==> src/rtl/mmio_arbiter_if.sv <==
// Bundle of both requester ports and the shared mmio load/store port.
// Handshake: a master raises req with a stable command and keeps it high until a one-cycle ack;
// rdata is valid while ack is high, and req still high in the cycle after ack is a new transaction.
interface mmio_arbiter_if;
    logic        m0_req;
    logic        m0_load;
    logic        m0_store;
    logic [2:0]  m0_access;
    logic [31:0] m0_addr;
    logic [31:0] m0_wdata;
    logic        m0_ack;
    logic [31:0] m0_rdata;

    logic        m1_req;
    logic        m1_load;
    logic        m1_store;
    logic [2:0]  m1_access;
    logic [31:0] m1_addr;
    logic [31:0] m1_wdata;
    logic        m1_ack;
    logic [31:0] m1_rdata;

    logic        mmio_load;
    logic        mmio_store;
    logic [2:0]  mmio_access;
    logic [31:0] mmio_addr;
    logic [31:0] mmio_wdata;
    logic [31:0] mmio_rdata;

    modport slave (
        input  m0_req, m0_load, m0_store, m0_access, m0_addr, m0_wdata,
        output m0_ack, m0_rdata,
        input  m1_req, m1_load, m1_store, m1_access, m1_addr, m1_wdata,
        output m1_ack, m1_rdata,
        output mmio_load, mmio_store, mmio_access, mmio_addr, mmio_wdata,
        input  mmio_rdata
    );

    modport master (
        output m0_req, m0_load, m0_store, m0_access, m0_addr, m0_wdata,
        input  m0_ack, m0_rdata,
        output m1_req, m1_load, m1_store, m1_access, m1_addr, m1_wdata,
        input  m1_ack, m1_rdata,
        input  mmio_load, mmio_store, mmio_access, mmio_addr, mmio_wdata,
        output mmio_rdata
    );
endinterface

==> src/rtl/mmio_arbiter.sv <==
// Round-robin arbiter sharing one mmio load/store port between two masters.
// Command is latched at grant and held RD_LATENCY+1 cycles; ack and rdata are registered.
module mmio_arbiter #(
    parameter int unsigned RD_LATENCY = 0,
    parameter logic [31:0] KBD_ADDR   = 32'hfbadbeef
) (
    input  logic       clk,
    input  logic       rst,
    mmio_arbiter_if.slave bus,
    output logic [1:0] dbg_state
);
    typedef enum logic [1:0] {
        IDLE = 2'd0,
        BUSY = 2'd1,
        RESP = 2'd2
    } state_t;

    localparam int CW = (RD_LATENCY > 0) ? $clog2(RD_LATENCY + 1) : 1;
    localparam logic [CW-1:0] CNT_INIT = CW'(RD_LATENCY);

    state_t      state_q, state_d;
    logic        last_grant_q, last_grant_d;
    logic        grant_q, grant_d;
    logic        cmd_load_q, cmd_load_d;
    logic        cmd_store_q, cmd_store_d;
    logic [2:0]  cmd_access_q, cmd_access_d;
    logic [31:0] cmd_addr_q, cmd_addr_d;
    logic [31:0] cmd_wdata_q, cmd_wdata_d;
    logic [CW-1:0] cnt_q, cnt_d;
    logic        m0_ack_q, m0_ack_d;
    logic        m1_ack_q, m1_ack_d;
    logic [31:0] m0_rdata_q, m0_rdata_d;
    logic [31:0] m1_rdata_q, m1_rdata_d;

    logic        sel;
    logic        sel_load;
    logic        sel_store;
    logic        mmio_load;
    logic        mmio_store;
    logic [2:0]  mmio_access;
    logic [31:0] mmio_addr;
    logic [31:0] mmio_wdata;

    always_comb begin
        state_d      = state_q;
        last_grant_d = last_grant_q;
        grant_d      = grant_q;
        cmd_load_d   = cmd_load_q;
        cmd_store_d  = cmd_store_q;
        cmd_access_d = cmd_access_q;
        cmd_addr_d   = cmd_addr_q;
        cmd_wdata_d  = cmd_wdata_q;
        cnt_d        = cnt_q;
        m0_ack_d     = 1'b0;
        m1_ack_d     = 1'b0;
        m0_rdata_d   = m0_rdata_q;
        m1_rdata_d   = m1_rdata_q;
        mmio_load    = 1'b0;
        mmio_store   = 1'b0;
        mmio_access  = 3'b000;
        mmio_addr    = 32'h0;
        mmio_wdata   = 32'h0;
        // On a tie, master 1 wins only if master 0 was served last.
        sel          = bus.m1_req & (~bus.m0_req | ~last_grant_q);
        sel_load     = sel ? bus.m1_load  : bus.m0_load;
        sel_store    = sel ? bus.m1_store : bus.m0_store;

        case (state_q)
            IDLE: begin
                if (bus.m0_req || bus.m1_req) begin
                    grant_d      = sel;
                    last_grant_d = sel;
                    cmd_store_d  = sel_store;
                    cmd_load_d   = sel_load & ~sel_store;
                    cmd_access_d = sel ? bus.m1_access : bus.m0_access;
                    cmd_addr_d   = sel ? bus.m1_addr   : bus.m0_addr;
                    cmd_wdata_d  = sel ? bus.m1_wdata  : bus.m0_wdata;
                    cnt_d        = CNT_INIT;
                    state_d      = BUSY;
                end
            end
            BUSY: begin
                mmio_access = cmd_access_q;
                mmio_addr   = cmd_addr_q;
                mmio_wdata  = cmd_wdata_q;
                mmio_store  = cmd_store_q && (cnt_q == CNT_INIT);
                // The keyboard read pops its FIFO, so strobe it only once, in the sampling cycle.
                mmio_load   = cmd_load_q && ((cmd_addr_q != KBD_ADDR) || (cnt_q == '0));
                if (cnt_q == '0) begin
                    state_d = RESP;
                    if (grant_q) begin
                        m1_ack_d   = 1'b1;
                        m1_rdata_d = cmd_load_q ? bus.mmio_rdata : 32'h0;
                    end else begin
                        m0_ack_d   = 1'b1;
                        m0_rdata_d = cmd_load_q ? bus.mmio_rdata : 32'h0;
                    end
                end else begin
                    cnt_d = cnt_q - 1'b1;
                end
            end
            RESP: begin
                state_d = IDLE;
            end
            default: begin
                state_d = IDLE;
            end
        endcase
    end

    always_ff @(posedge clk) begin
        if (rst) begin
            state_q      <= IDLE;
            last_grant_q <= 1'b1;
            grant_q      <= 1'b0;
            cmd_load_q   <= 1'b0;
            cmd_store_q  <= 1'b0;
            cmd_access_q <= 3'b000;
            cmd_addr_q   <= 32'h0;
            cmd_wdata_q  <= 32'h0;
            cnt_q        <= '0;
            m0_ack_q     <= 1'b0;
            m1_ack_q     <= 1'b0;
            m0_rdata_q   <= 32'h0;
            m1_rdata_q   <= 32'h0;
        end else begin
            state_q      <= state_d;
            last_grant_q <= last_grant_d;
            grant_q      <= grant_d;
            cmd_load_q   <= cmd_load_d;
            cmd_store_q  <= cmd_store_d;
            cmd_access_q <= cmd_access_d;
            cmd_addr_q   <= cmd_addr_d;
            cmd_wdata_q  <= cmd_wdata_d;
            cnt_q        <= cnt_d;
            m0_ack_q     <= m0_ack_d;
            m1_ack_q     <= m1_ack_d;
            m0_rdata_q   <= m0_rdata_d;
            m1_rdata_q   <= m1_rdata_d;
        end
    end

    assign bus.m0_ack      = m0_ack_q;
    assign bus.m1_ack      = m1_ack_q;
    assign bus.m0_rdata    = m0_rdata_q;
    assign bus.m1_rdata    = m1_rdata_q;
    assign bus.mmio_load   = mmio_load;
    assign bus.mmio_store  = mmio_store;
    assign bus.mmio_access = mmio_access;
    assign bus.mmio_addr   = mmio_addr;
    assign bus.mmio_wdata  = mmio_wdata;
    assign dbg_state       = state_q;
endmodule

==> src/flat_wrapper.sv <==
// flat-port wrapper written by rule: the top's interface ports become plain ports
module mmio_arbiter_flat 
#(
    parameter int unsigned RD_LATENCY = 0,
    parameter logic [31:0] KBD_ADDR   = 32'hfbadbeef
)
  (clk, rst, dbg_state, bus_m0_req, bus_m0_load, bus_m0_store, bus_m0_access, bus_m0_addr, bus_m0_wdata, bus_m0_ack, bus_m0_rdata, bus_m1_req, bus_m1_load, bus_m1_store, bus_m1_access, bus_m1_addr, bus_m1_wdata, bus_m1_ack, bus_m1_rdata, bus_mmio_load, bus_mmio_store, bus_mmio_access, bus_mmio_addr, bus_mmio_wdata, bus_mmio_rdata);
  mmio_arbiter_if bus_i ();
  input  logic clk;
  input  logic rst;
  output logic [1:0] dbg_state;
  input wire logic [$bits(bus_i.m0_req)-1:0] bus_m0_req;
  input wire logic [$bits(bus_i.m0_load)-1:0] bus_m0_load;
  input wire logic [$bits(bus_i.m0_store)-1:0] bus_m0_store;
  input wire logic [$bits(bus_i.m0_access)-1:0] bus_m0_access;
  input wire logic [$bits(bus_i.m0_addr)-1:0] bus_m0_addr;
  input wire logic [$bits(bus_i.m0_wdata)-1:0] bus_m0_wdata;
  output wire logic [$bits(bus_i.m0_ack)-1:0] bus_m0_ack;
  output wire logic [$bits(bus_i.m0_rdata)-1:0] bus_m0_rdata;
  input wire logic [$bits(bus_i.m1_req)-1:0] bus_m1_req;
  input wire logic [$bits(bus_i.m1_load)-1:0] bus_m1_load;
  input wire logic [$bits(bus_i.m1_store)-1:0] bus_m1_store;
  input wire logic [$bits(bus_i.m1_access)-1:0] bus_m1_access;
  input wire logic [$bits(bus_i.m1_addr)-1:0] bus_m1_addr;
  input wire logic [$bits(bus_i.m1_wdata)-1:0] bus_m1_wdata;
  output wire logic [$bits(bus_i.m1_ack)-1:0] bus_m1_ack;
  output wire logic [$bits(bus_i.m1_rdata)-1:0] bus_m1_rdata;
  output wire logic [$bits(bus_i.mmio_load)-1:0] bus_mmio_load;
  output wire logic [$bits(bus_i.mmio_store)-1:0] bus_mmio_store;
  output wire logic [$bits(bus_i.mmio_access)-1:0] bus_mmio_access;
  output wire logic [$bits(bus_i.mmio_addr)-1:0] bus_mmio_addr;
  output wire logic [$bits(bus_i.mmio_wdata)-1:0] bus_mmio_wdata;
  input wire logic [$bits(bus_i.mmio_rdata)-1:0] bus_mmio_rdata;
  assign bus_i.m0_req = bus_m0_req;
  assign bus_i.m0_load = bus_m0_load;
  assign bus_i.m0_store = bus_m0_store;
  assign bus_i.m0_access = bus_m0_access;
  assign bus_i.m0_addr = bus_m0_addr;
  assign bus_i.m0_wdata = bus_m0_wdata;
  assign bus_m0_ack = bus_i.m0_ack;
  assign bus_m0_rdata = bus_i.m0_rdata;
  assign bus_i.m1_req = bus_m1_req;
  assign bus_i.m1_load = bus_m1_load;
  assign bus_i.m1_store = bus_m1_store;
  assign bus_i.m1_access = bus_m1_access;
  assign bus_i.m1_addr = bus_m1_addr;
  assign bus_i.m1_wdata = bus_m1_wdata;
  assign bus_m1_ack = bus_i.m1_ack;
  assign bus_m1_rdata = bus_i.m1_rdata;
  assign bus_mmio_load = bus_i.mmio_load;
  assign bus_mmio_store = bus_i.mmio_store;
  assign bus_mmio_access = bus_i.mmio_access;
  assign bus_mmio_addr = bus_i.mmio_addr;
  assign bus_mmio_wdata = bus_i.mmio_wdata;
  assign bus_i.mmio_rdata = bus_mmio_rdata;
  mmio_arbiter #(.RD_LATENCY(RD_LATENCY), .KBD_ADDR(KBD_ADDR)) u_core (.clk(clk), .rst(rst), .bus(bus_i), .dbg_state(dbg_state));
endmodule
==> config.mk <==
export PLATFORM = sky130hd
export DESIGN_NAME = mmio_arbiter_flat
export DESIGN_NICKNAME = d
export VERILOG_FILES = /design/src/rtl/mmio_arbiter_if.sv /design/src/rtl/mmio_arbiter.sv /design/src/flat_wrapper.sv
export SDC_FILE = /design/constraint.sdc
export NUM_CORES = 1
export LEC_CHECK = 0
export BUFFER_PORTS_ARGS = -buffer_cell sky130_fd_sc_hd__buf_2
export CORE_MARGIN = 2
export CORE_UTILIZATION = 46
export DETAILED_ROUTE_END_ITERATION = 6
export PLACE_DENSITY = 0.9
export SETUP_SLACK_MARGIN = 0.02
export SYNTH_ARGS = -nofsm -noshare
export SYNTH_HDL_FRONTEND = slang
export SYNTH_SLANG_ARGS = --single-unit
==> constraint.sdc <==
create_clock -name clk -period 1.7 [get_ports clk]
set_input_delay 0.085 -clock clk [delete_from_list [all_inputs] [get_ports clk]]
set_output_delay 0.085 -clock clk [all_outputs]
set_load 0.01 [all_outputs]
; ---- After elaboration in Yosys (flattened, before gate mapping)
; Cells that the tools add are included.
[totals]
out_inout_bits = 137
latch_bits = 0
romBits = 0
elab_cells = 58
inputBits = 174
ram_bits = 0
register_bits = 140
mem_count = 0
[classes]
mul = 0
n_lt_le_gt_ge = 0
muxes = 19
div = 0
n_reduce_logical = 12
n_bitwise = 9
n_addsub = 1
n_eq_ne = 4
shift = 0
[ops]
columns = op, n
row1 = $mux 32, 5
row2 = $ne 32x32->1 const B, 1
row3 = $mux 1, 8
row4 = $mux 3, 2
row5 = $not 1->1, 6
row6 = $reduce_and 2->1, 3
row7 = $reduce_and 3->1, 2
row8 = $mux 2, 2
row9 = $pmux 2 s2, 1
row10 = $reduce_or 3->1, 1
row11 = $and 1x1->1, 2
row12 = $eq 2x1->1 const B, 1
row13 = $logic_and 1x1->1, 2
row14 = $logic_not 2->1, 1
row15 = $logic_or 1x1->1, 2
row16 = $ne 2x1->1 const B, 1
row17 = $ne 2x2->1 const B, 1
row18 = $pmux 1 s2, 1
row19 = $reduce_bool 2->1, 1
row20 = $or 1x1->1, 1
row21 = $sub 1x1->1 const B, 1

; ---- Depth between registers and ports, before layout
[logic_depth]
depth_word = 6
depth_mapped = 7

; ---- Worst setup path after synthesis
; No wires, ideal clock.
[synth_path]
path_kind = flip-flop to flip-flop
start = register u_core.state_q[0], in the netlist u_core.dbg_state[0]
end = register u_core.m0_rdata_q[12], in the netlist u_core.bus.m0_rdata[12]
setup_slack_ns = 0.210
t_arrival_ns = 1.354
path_stages_with_launch = 6
n_path_buf = 2
synth_period_minus_slack_ns = 1.490
path_cell_list = dfxtp_1 -> or3b_2 -> clkbuf_1 -> clkbuf_1 -> nand2_1 -> a21oi_1
[synth_via]
elab_chain_len = 2
[synth_lines]
columns = element, line_no
row1 = "start, declared", mmio_arbiter.sv:21  ; state_t state_q, state_d;
row2 = "start signal, assigned", mmio_arbiter.sv:127  ; state_q <= state_d;
row3 = $eq 2x1->1, mmio_arbiter.sv:68  ; case (state_q)
row4 = $reduce_and 3->1 (no line), n/a
row5 = "end signal, assigned", mmio_arbiter.sv:138  ; m0_rdata_q <= m0_rdata_d;
row6 = "end, declared", mmio_arbiter.sv:32  ; logic [31:0] m0_rdata_q, m0_rdata_d;
; No other way between the ends.
; A chain may end at the register's enable or synchronous reset.

; ---- Worst setup path after layout
[layout_path]
start = register u_core.state_q[0], in the netlist u_core.dbg_state[0]
end = output port bus_mmio_addr[29]
[layout_via]
elab_chain_len = 2
[layout_lines]
columns = element, line_no
row1 = $eq 2x1->1, mmio_arbiter.sv:68
row2 = $mux 32, mmio_arbiter.sv:68
row3 = "end, declared", flat_wrapper.sv:31  ; output wire logic [$bits(bus_i.mmio_addr)-1:0] bus_mmio_addr;
; No other way between the ends.

==> summary.txt <==
Synthesis
  • Post-Synth Adder-Cell Area: 0
  • Synthesized area: between 6000 and 7000 um2
  • Mean Syn Cell Area: just under 9 um2
  • Synth Area in XOR/XNOR: 0
  • Compound-cell area share of the yosys netlist: 0.2179
  • Mux contribution to synthesized area: 0.1080
  • Synth unique cells: 32
  • Ys async rst share: 0
  • Yosys warns: 0
  • Post-synthesis simple-gate area fraction: 0.1763
  • Post-synth EDFFs: 0
  • Syn Nets: about 900
  • Cells after synthesis: 707
  • Largest family of logic cells by synthesized area: compound AO/OA/AOI/OAI gates
  • Seq cells post-synth: ~140
  • Top FF cell, synth: dfxtp_1
  • Post-synthesis sequential area ratio: 0.4406

Worst setup path
  • Setup crit end kind: output pin
  • Crit path max fanout: 14
  • Critical-path cell list: nor2b_4, buf_12, buf_12, buf_16, and2_1, buf_2
  • Crit path launch type: flip-flop
  • CP required: between 1500 and 2000 ps
  • Crit-path most repeated cell: buf_12
  • Top delay family on crit path: buffers and inverters
  • Critical Path Start: u_core.dbg_state[0]$_SDFFE_PP0P_
  • Slowest cell on the critical path: dfxtp_4
  • FF-to-FF path depth: 6
  • Worst path max stage delay: roughly 340 ps
  • Worst R2R Start: u_core.dbg_state[0]$_SDFFE_PP0P_
  • Crit path DAT: around 1600 ps
  • Critical path depth: 6
  • CP Class: reg -> out
  • WP buf/inv: 4

Pwr
  • Cell Pwr Density: between 1000 and 1500 nW/um2
  • Max VDD drop: between 0.0005 and 0.0006 V
  • Leak: between 4 and 5 nW

Placed design
  • Placer congestion estimate: roughly 0.82
  • I/O Buffers: slightly above 300
  • DP Worst Slack: 207.2 ps
  • Dpl hpwl: about 13000 um

Timing
  • Final Worst Setup Slack: roughly 40 ps
  • Fin Hold WS: ~14 ps
  • Period utilization: 0.9761
  • Number of setup violations in the final report: 0
  • Slew Limit Fails: 0
  • Setup TNS: 0 ps
  • Worst slew margin: 0.6971
  • RSZ-0062 raised after global routing: true
  • Fmax: around 600 MHz
  • Clock skew: around 6.2 ps
  • Final min period: approximately 1700 ps
  • Final hold violation count: 0
  • Worst Max-Slew Pin Slew: roughly 450 ps

Clocking
  • Sink Count: 139
  • H-tree levels: 4
  • Clock Latency Late Sink: 420 ps
  • TritonCTS buffer count: 17
  • Root buffer cell: clkbuf_16
  • Clock Tree Buf Depth: 2
  • CTS tree: built
  • Clock transition at path regs: 60 ps

Floorplan
  • Core box area: between 10000 and 15000 um2
  • Top Ports: approximately 310
  • Die area: roughly 15000 um2
  • Starting Density: 0.4732
  • Num rows: 42
  • Die Width: 121.2 um
  • Die Y: around 120 um

Detailed routing
  • Met3 wire length: 1316 um
  • DR top layer: met4
  • Drt first pass iters: 5
  • Metal2 WL: 10320 um
  • Wl on met1: between 8000 and 9000 um
  • Routed WL per cell: 17.02 um
  • Post-route ant nets: 0
  • Detailed-route via count: roughly 6700
  • DRC: 0
  • Drt via density: between 5 and 6
  • WL final: approximately 21000 um
  • 1st-iter DRT viols: around 590

Global route
  • Vias in the first global route: approximately 6600
  • Global route overflow: 0
  • Antenna violations before repair: 0
  • Pin count of the biggest net entering global routing: 75
  • Global-route wire length before repair: about 32000 um
  • GRT Util Overall: 0.2782

Hold path
  • HP Class: in -> reg
  • Hold Startpoint: bus_m1_addr[24]
  • WHS Path Cells: 3

Cells and area
  • NumNets Final: around 1200
  • Layout area overhead: 47.44%
  • Fraction of layout cells with a size suffix above 1: 0.4031

Status
  • Status: completed

Job
  • Number of max-cap violations: 0
==> per-stage QoR <==
stage	cell area, um2	std cells	util	power [mW]
floorplan	6316	707	-	4.540
global placement	8070	1140	0.6046	5.053
detailed placement	8070	1140	0.6046	5.098
CTS	9258	1218	0.6936	9.391
global route	9310	1218	0.6975	9.742
finish	9313	1219	0.6977	9.405
==> path summary, 6_finish.rpt <==
| check | slack [ps] | to |
|---|---|---|
| setup / recovery | 40 | bus_mmio_addr[29] |
| hold / removal | 10 | u_core.cmd_addr_q[24]$_SDFFE_PP0P_ |
| setup reg to reg | 80 | u_core.bus.m0_rdata[5]$_SDFFE_PP0P_ |
| hold reg to reg | 450 | u_core.bus.m0_rdata[19]$_SDFFE_PP0P_ |
==> sequential cells by signal, indices dropped and copies added (netlist names) <==
| signal | flops |
|---|---|
| u_core.bus.m1_rdata | 32 |
| u_core.cmd_store_q | 1 |
| u_core.cmd_access_q | 3 |
| u_core.grant_q | 1 |
| u_core.bus.m0_rdata | 32 |
| u_core.last_grant_q | 1 |
| u_core.cmd_load_q | 1 |
| u_core.bus.m0_ack | 1 |
| u_core.bus.m1_ack | 1 |
| u_core.cmd_wdata_q | 32 |
| u_core.cmd_addr_q | 32 |
| u_core.dbg_state | 2 |
==> cell families (layout without fill, tap and decap cells) <==
family | Yosys count | count (layout)
other cells | 0 | 1
buf+inv | 76 | 411
compound gates | 207 | 207
simple gates | 217 | 217
mux | 68 | 68
flops | 139 | 139
==> layer usage <==
layer / GRT usage / vias up
met1: 0.3147 / 3121
met3: 0.06391 / 75
met4: 0.1616 / 0
met5: 0 / -
li1: - / 3143
met2: 0.4782 / 332
==> final cells by class <==
cell class | instances | area (um2)
Timing Repair Buffer | 378 | 2392
Multi-Input combinational cell | 492 | 3223
Tap cell | 176 | 220.2
Clock buffer | 22 | 494.2
Clock inverter | 10 | 185.2
Fill cell | 931 | 4035
Sequential cell | 139 | 2791
Inverter | 1 | 3.754
Antenna cell | 1 | 2.502
==> worst register-to-register path: stages, from the launching register on <==
cell and delay [ps]:
dfxtp_4 340, buf_4 130, buf_4 120, or3b_2 440, buf_4 260, nand2_1 140, a21oi_1 70
==> report_power, final <==
group | internal [mW] | switching (mW)
Combinational | 0.765 | 0.855
Clock | 2.80 | 1.40
Sequential | 3.47 | 0.117
Total | 7.04 | 2.37
==> cells in the mapped netlist, drive strengths merged (2+ instances only) <==
| master | number | area [um2] |
|---|---|---|
| dfxtp | 139 | 2783 |
| a21oi | 134 | 670.6 |
| and2 | 70 | 437.9 |
| a211oi | 67 | 653.1 |
| mux2i | 67 | 670.6 |
| nand2 | 66 | 247.7 |
| nand3 | 64 | 320.3 |
| clkbuf | 57 | 215.2 |
| buf | 18 | 142.6 |
| nor2 | 4 | 15.01 |
| nor2b | 4 | 25.02 |
| nand2b | 2 | 12.51 |
==> placed cells by master (no fill, tap or decap), types with 2 or more instances in the layout <==
| master | instances |
|---|---|
| a211oi_1 | 37 |
| a211oi_2 | 30 |
| a21oi_1 | 134 |
| and2_1 | 62 |
| and2_4 | 7 |
| buf_12 | 13 |
| buf_16 | 2 |
| buf_2 | 304 |
| buf_4 | 16 |
| buf_6 | 4 |
| bufinv_16 | 5 |
| clkbuf_16 | 17 |
| clkbuf_8 | 5 |
| clkinv_2 | 2 |
| clkinv_4 | 2 |
| dfxtp_1 | 136 |
| dfxtp_4 | 2 |
| dlygate4sd3_1 | 39 |
| mux2i_1 | 67 |
| nand2_1 | 66 |
| nand2b_1 | 2 |
| nand3_1 | 64 |
| nor2_1 | 3 |
| nor2b_1 | 3 |
==> timing repair <==
action                     4_1_cts  5_1_grt
hold endpoints to repair        70        0
setup endpoints to repair       69       21
gates cloned                     2        0
hold buffers                    39        0
gates resized for setup          5       13
buffers inserted                 6        1
Note: power is estimated with default switching activity, not from simulation.
